$ cat config.mk
export PLATFORM = sky130hd
export DESIGN_NAME = gsr_reset_seq
export DESIGN_NICKNAME = d
export VERILOG_FILES = /design/src/rtl/gsr_reset_seq.sv
export SDC_FILE = /design/constraint.sdc
export NUM_CORES = 1
export LEC_CHECK = 0
export CORE_AREA = 2 2 92 50
export CTS_CLUSTER_SIZE = 10
export DETAILED_ROUTE_END_ITERATION = 7
export DIE_AREA = 0 0 94 52
export HOLD_SLACK_MARGIN = 0.12
export PLACE_DENSITY = 0.5
export SYNTH_ARGS = -nofsm -noshare
export SYNTH_HDL_FRONTEND = slang
export SYNTH_SLANG_ARGS = --single-unit
$ cat constraint.sdc
create_clock -name clk -period 1.61 [get_ports clk]
set_input_delay 0.161 -clock clk [delete_from_list [all_inputs] [get_ports clk]]
set_output_delay 0.161 -clock clk [all_outputs]
set_load 0.03 [all_outputs]
$ cat src/rtl/gsr_reset_seq.sv
// Global-reset sequencer feeding the Spartan-6 startup/GSR wrapper.
// Each request runs quiesce -> GSR pulse -> recovery -> done.
module gsr_reset_seq #(
    parameter int PRE_CYCLES   = 16,
    parameter int GSR_CYCLES   = 8,
    parameter int POST_CYCLES  = 64,
    parameter int TIMEOUT_MULT = 4,
    parameter bit POR_EN       = 1'b1
) (
    input  logic       clk,
    input  logic       rst_n,
    input  logic       req,
    input  logic       quiesce_ack,
    output logic       quiesce,
    output logic       gsr,
    output logic       busy,
    output logic       done,
    output logic       timeout,
    output logic [7:0] seq_count
);

    localparam int TO_LAST  = PRE_CYCLES * TIMEOUT_MULT - 1;
    localparam int MAX_A    = (TO_LAST > GSR_CYCLES - 1) ?
                              TO_LAST : GSR_CYCLES - 1;
    localparam int MAX_T    = (MAX_A > POST_CYCLES - 1) ?
                              MAX_A : POST_CYCLES - 1;
    localparam int CW       = (MAX_T < 1) ? 1 : $clog2(MAX_T + 1);

    localparam logic [CW-1:0] PRE_LAST  = CW'(PRE_CYCLES - 1);
    localparam logic [CW-1:0] TMO_LAST  = CW'(TO_LAST);
    localparam logic [CW-1:0] GSR_LAST  = CW'(GSR_CYCLES - 1);
    localparam logic [CW-1:0] POST_LAST = CW'(POST_CYCLES - 1);

    localparam logic [1:0] S_IDLE = 2'd0;
    localparam logic [1:0] S_QUI  = 2'd1;
    localparam logic [1:0] S_ASR  = 2'd2;
    localparam logic [1:0] S_REC  = 2'd3;

    logic [1:0]    state_q, state_d;
    logic [CW-1:0] cnt_q, cnt_d;
    logic          pend_q, pend_d;
    logic          tmo_q, tmo_d;
    logic          done_q, done_d;
    logic [7:0]    sc_q, sc_d;
    logic          quiesce_q, gsr_q, busy_q;

    always_comb begin
        state_d = state_q;
        cnt_d   = cnt_q;
        pend_d  = pend_q;
        tmo_d   = tmo_q;
        done_d  = 1'b0;
        sc_d    = sc_q;
        case (state_q)
            S_IDLE: begin
                if (req || pend_q) begin
                    state_d = S_QUI;
                    cnt_d   = '0;
                    pend_d  = 1'b0;
                end
            end
            S_QUI: begin
                cnt_d = cnt_q + 1'b1;
                if (req) pend_d = 1'b1;
                // early acks are ignored until the minimum has elapsed
                if (cnt_q >= PRE_LAST && quiesce_ack) begin
                    state_d = S_ASR;
                    cnt_d   = '0;
                end else if (cnt_q == TMO_LAST) begin
                    state_d = S_ASR;
                    cnt_d   = '0;
                    tmo_d   = 1'b1;
                end
            end
            S_ASR: begin
                cnt_d = cnt_q + 1'b1;
                if (req) pend_d = 1'b1;
                if (cnt_q == GSR_LAST) begin
                    state_d = S_REC;
                    cnt_d   = '0;
                end
            end
            S_REC: begin
                cnt_d = cnt_q + 1'b1;
                if (req) pend_d = 1'b1;
                if (cnt_q == POST_LAST) begin
                    done_d = 1'b1;
                    cnt_d  = '0;
                    if (sc_q != 8'hFF) sc_d = sc_q + 8'd1;
                    // a request landing on the exit cycle chains directly
                    if (pend_q || req) begin
                        state_d = S_QUI;
                        pend_d  = 1'b0;
                    end else begin
                        state_d = S_IDLE;
                    end
                end
            end
            default: begin
                state_d = S_IDLE;
                cnt_d   = '0;
            end
        endcase
    end

    always_ff @(posedge clk or negedge rst_n) begin
        if (!rst_n) begin
            state_q   <= S_IDLE;
            cnt_q     <= '0;
            pend_q    <= POR_EN;
            tmo_q     <= 1'b0;
            done_q    <= 1'b0;
            sc_q      <= 8'd0;
            quiesce_q <= 1'b0;
            gsr_q     <= 1'b0;
            busy_q    <= 1'b0;
        end else begin
            state_q   <= state_d;
            cnt_q     <= cnt_d;
            pend_q    <= pend_d;
            tmo_q     <= tmo_d;
            done_q    <= done_d;
            sc_q      <= sc_d;
            quiesce_q <= (state_d != S_IDLE);
            gsr_q     <= (state_d == S_ASR);
            busy_q    <= (state_d != S_IDLE);
        end
    end

    assign quiesce   = quiesce_q;
    assign gsr       = gsr_q;
    assign busy      = busy_q;
    assign done      = done_q;
    assign timeout   = tmo_q;
    assign seq_count = sc_q;

endmodule

# After elaboration in Yosys (flattened, before gate mapping)
# Index checks and enable logic that the tools add are counted.
op_classes:
  n_eq_ne: 8
  add_sub_neg: 2
  n_reduce_logical: 7
  mux: 19
  order_cmp: 1
  bitwise_logic: 1
ops:
  columns: ["op", "n"]
  rows:
  - ["2-to-1 mux 6 bit", 4]
  - ["case mux 6 bit (4 select lines)", 1]
  - ["2-to-1 mux 2 bit", 5]
  - ["adder 8 x 1 -> 8 bit (second input constant)", 1]
  - ["!= test 8 bit (second input constant)", 1]
  - ["case mux 2 bit (4 select lines)", 1]
  - ["2-to-1 mux 1 bit", 7]
  - ["adder 6 x 1 -> 6 bit (second input constant)", 1]
  - ["== test 2 bit (second input constant)", 3]
  - ["== test 6 x 3 -> 1 bit (second input constant)", 1]
  - ["== test 6 bit (second input constant)", 1]
  - [">= comparator 6 x 4 -> 1 bit (second input constant)", 1]
  - ["AND reduction 3 bit", 2]
  - ["case mux 1 bit (3 select lines)", 1]
  - ["== test 2 x 1 -> 1 bit (second input constant)", 1]
  - ["zero test 2 bit", 1]
  - ["!= test 2 bit (second input constant)", 1]
  - ["nonzero test 2 bit", 1]
  - ["OR reduction 2 bit", 1]
  - ["logical AND 1 bit", 1]
  - ["logical OR 1 bit", 1]
  - ["inverter 1 bit", 1]
totals:
  out_inout_bits: 13
  inputBits: 4
  ff_bits: 21

# Logic depth before layout (Yosys ltp)
logic_depth:
  ltp_word: 5
  ltp_mapped: 7
  depth_no_buf: 7

# Worst setup path before layout
# OpenSTA, ideal clock, no wires.
synth_timing:
  path_type: "flip-flop to flip-flop"
  from: "register state_q[1]"
  to: "register cnt_q[3]"
  stages_incl_launch_ff: 8
  t_arrival_ns: 1.657
  required_time_ns: 1.486
  setup_time_ns: 0.124
  slack_ns: -0.171
  synth_period_minus_slack_ns: 1.781
  cell_sequence: "dfrtp_1 -> inv_1 -> ha_1 -> and2b_1 -> a311oi_2 -> o32a_2 -> nor3_1 -> a211o_1"
synth_via:
  elab_chain_cells: 2
synth_rtl:
  columns: ["element", "line", "source"]
  rows:
  - ["start, declared", "39", "logic [1:0] state_q, state_d;"]
  - ["start signal, assigned", "118", "state_q <= state_d;"]
  - ["== test 2 bit, or another cell as far along", "54", "case (state_q)"]
  - ["case mux 6 bit (4 select lines) / != test 2 bit (equally long branches)", null, null]
  - ["end signal, assigned", "119", "cnt_q <= cnt_d;"]
  - ["end, declared", "40", "logic [CW-1:0] cnt_q, cnt_d;"]
# Parallel ways exist; a longest one is shown, timed or not.
# A chain may end at the register's enable or synchronous reset.

# Worst setup path after layout
layout_timing:
  from: "register state_q[0]"
  to: "register cnt_q[3]"
# Same word-level chain as after synthesis.

==> results by group <==
Layout
  – Fin cells: 235
  – Layout area overhead: 58.0%
  – Number of fill cells: 390
  – Ant diodes: 0
  – Commonest non-fill, non-tap cell in the layout: buf_4
  – Commonest cells after routing, fill and taps aside: buf_4 (39), dfrtp_1 (15), nand2_1 (12)
  – Area of the multi-input gates: 712 um2
  – Reg area: 533 um2
  – Finished Cell Area: 1870 um2
  – Fraction of layout cells with a size suffix above 1: 41.6%
  – Final #Nets: 189

Global route
  – Vias in the first global route: 1,068
  – First-pass GRT wire length: 5240 um
  – Largest net degree at the start of global routing: 22
  – Total GRT Usage: 14.5%
  – Antenna violations before repair: 0
  – Gr ovfl total: 0

Routing
  – Vias after detailed routing: 1,118
  – Drt via density: 4.76
  – WL final: 3100 um
  – Pre-antenna DRT Iters: 4
  – Remaining DRCs: 0
  – Initial drt markers: 74
  – Avg WL per Cell: 13.2 um
  – Remaining antenna violation count after routing: 0

Floorplan
  – Core ar.: 4150 um2
  – Die X: 94 um
  – Initial core utilization: 28.6%
  – FP Rows: 17
  – Die Y: 52 um
  – I/O pin count: 17
  – Area of the die: 4890 um2

Clocking
  – CTS clk-pin slew, worst paths: 0.09 ns
  – Clock Sinks: 21
  – CTS tree: done
  – Skew-Pair Late Insertion Delay: 0.27 ns
  – Root Driver: clkbuf_8
  – Max Root-Sink Buffers: 2
  – Num CTS Buffers: 3
  – H-Tree Depth: 1
  – CTS Hold Bufs: 0

Yosys
  – Number of distinct library cells after synthesis: 38
  – Synth top area share: 42.2%
  – Dominant cell type by area after synthesis: dfrtp_1
  – Seq/Total Area, Yosys: 44.5%
  – Syn_nets: 133
  – Post-synth ARST share: 100%
  – EDFF count, synth: 0
  – #FFs+latches synth: 21
  – Avg Inst Size Synth: 9.63 um2
  – Ranking of synthesized cells by area: dfrtp_1 (42%), ha_1 (6.3%), mux2_2 (4.8%)
  – Post-Synthesis Cells: 123
  – Synth Cell Area: 1180 um2
  – Ys Warns: 0
  – Ys flop type: dfrtp_1

Timing
  – Worst-Margin Slew: 0.401 ns
  – Unrepaired setup endpoints after global routing: true
  – Fin. Hold Viols: 0
  – Min cycle time layout: 1.76 ns
  – Max Freq: 0.568 GHz
  – Final Slew Violations: 0
  – Worst Skew: 0.00795 ns
  – Final setup violation count: 11
  – Final worst slack: -0.152 ns
  – Final period util: 109%
  – Relative slew margins: 72.9%

Critical path
  – Worst R2R Setup Slack: -0.15 ns
  – Worst r2r path cells: 6
  – Type of origin of the critical path: flop
  – Peak fanout along the critical path: 6
  – Reg2reg end: cnt_q[3]$_DFFE_PN0P_
  – Critical Path RT: 1.77 ns
  – Reg-to-Reg Start: state_q[0]$_DFF_PN0_
  – CP endpoint kind: flop
  – Critical Path AT: 1.92 ns
  – Critical path class: flop to flop

Power
  – Peak VDD IR: 0.334 mV
  – Leak: 0.907 nW
  – P_int: 1.33 mW
  – Overall power: 2.05 mW
  – Seq pwr share: 32.9%
  – Power Density: 1090 nW/um2
  – Switching part of the total: 34.9%
  – Clock power share: 18.3%
  – Switching pwr: 0.715 mW
  – Logic pwr share: 48.8%

Placed design
  – Buffers on Ports: 16
  – Gpl congestion: 0.862
  – Placed cell count: 223
  – HPWL after DPL: 2300 um
  – Placed Area: 1650 um2

Status
  – Status: finished with violations
  – Failing checks: negative setup slack

Hold path
  – Hold Path Class: input pin to async pin

Job
  – # Max-Cap Violations: 0
## power groups by stage
stage / Sequential [mW] / Combinational, mW / Clock (mW)
4_1_cts: 0.676 / 0.907 / 0.388
3_3_place_gp: 0.678 / 0.744 / 0
2_1_floorplan: 0.697 / 0.396 / 0
3_5_place_dp: 0.685 / 0.765 / 0
6_report: 0.674 / 0.999 / 0.375
5_1_grt: 0.687 / 1.09 / 0.415
## cell type report
class	instances	share of cell area [%]
sequential	21	28.5
tap	57	3.81
clock buffer	3	2.21
clock inverter	1	0.401
timing repair buffer	56	25.3
multi-input combinational	89	38.0
inverter	8	1.80
## sequential cells by signal, indices dropped and copies added, names as in the netlist
register,cells
busy,1
cnt_q,6
done,1
gsr,1
pend_q,1
seq_count,8
state_q,2
timeout,1
## repair_timing
action	in CTS	in global routing
setup buffers	5	4
hold endpoints to repair	0	0
gates resized for setup	19	8
pin swaps	9	5
setup endpoints to repair	15	17
## per-stage QoR
step                setup TNS, ns  hold slack (ns)  worst slack, ns  util [%]
global placement            -1.35            0.487           -0.179      39.8
floorplan                  -0.147           -0.135          -0.0881         -
detailed placement          -1.62            0.480           -0.252      39.8
CTS                        -0.736            0.245           -0.142      43.5
global route                -1.91            0.257           -0.215      45.1
finish                      -1.04            0.231           -0.152      45.1
## Yosys cell counts (2+ instances only)
master,n
a21o_1,3
nand4_1,3
ha_1,6
inv_1,8
buf_2,3
nor2_1,10
nand2_1,12
a211o_1,2
and3_1,3
o31ai_1,2
a211oi_1,2
mux2_2,5
dfrtp_1,20
nand3_1,4
nand2b_1,4
o21ai_0,7
a21oi_1,5
nor3_1,4
## worst max-delay path by stage
stage                               from                       end  slack [ns]
floorplan           state_q[1]$_DFF_PN0_      cnt_q[3]$_DFFE_PN0P_       -0.09
global placement    state_q[0]$_DFF_PN0_  seq_count[5]$_DFFE_PN0P_       -0.18
detailed placement           quiesce_ack      cnt_q[3]$_DFFE_PN0P_       -0.25
CTS                 state_q[0]$_DFF_PN0_      cnt_q[3]$_DFFE_PN0P_       -0.14
global route        state_q[0]$_DFF_PN0_      cnt_q[0]$_DFFE_PN0P_       -0.22
finish              state_q[0]$_DFF_PN0_      cnt_q[3]$_DFFE_PN0P_       -0.15
## critical path, stage by stage (launching register included)
cell and delay (ns):
dfrtp_1 0.40, ha_2 0.21, and2b_2 0.23, a311oi_2 0.27, o32a_4 0.24, nor3_2 0.04
a211o_1 0.27
## kinds of logic (layout without fill, tap and decap cells)
| kind of cell | Yosys count | after routing | share of synthesized area [%] |
|---|---|---|---|
| AND/OR/NAND/NOR | 46 | 46 | 19.9 |
| AO/OA/AOI/OAI | 29 | 29 | 17.5 |
| flip-flops | 21 | 21 | 44.5 |
| buffers and inverters | 13 | 68 | 4.75 |
| adder cells (fa/ha/maj) | 6 | 6 | 6.34 |
| multiplexers | 6 | 6 | 5.60 |
| XOR/XNOR | 2 | 2 | 1.48 |
## routing by layer
metal,track usage [%],vias to the layer above,routed length [um]
li1,-,552,-
met1,20.1,538,1620
met2,21.2,23,1320
met3,4.49,5,120
met4,5.07,0,42
met5,0,-,0
Power figures use the tool's default switching activity.
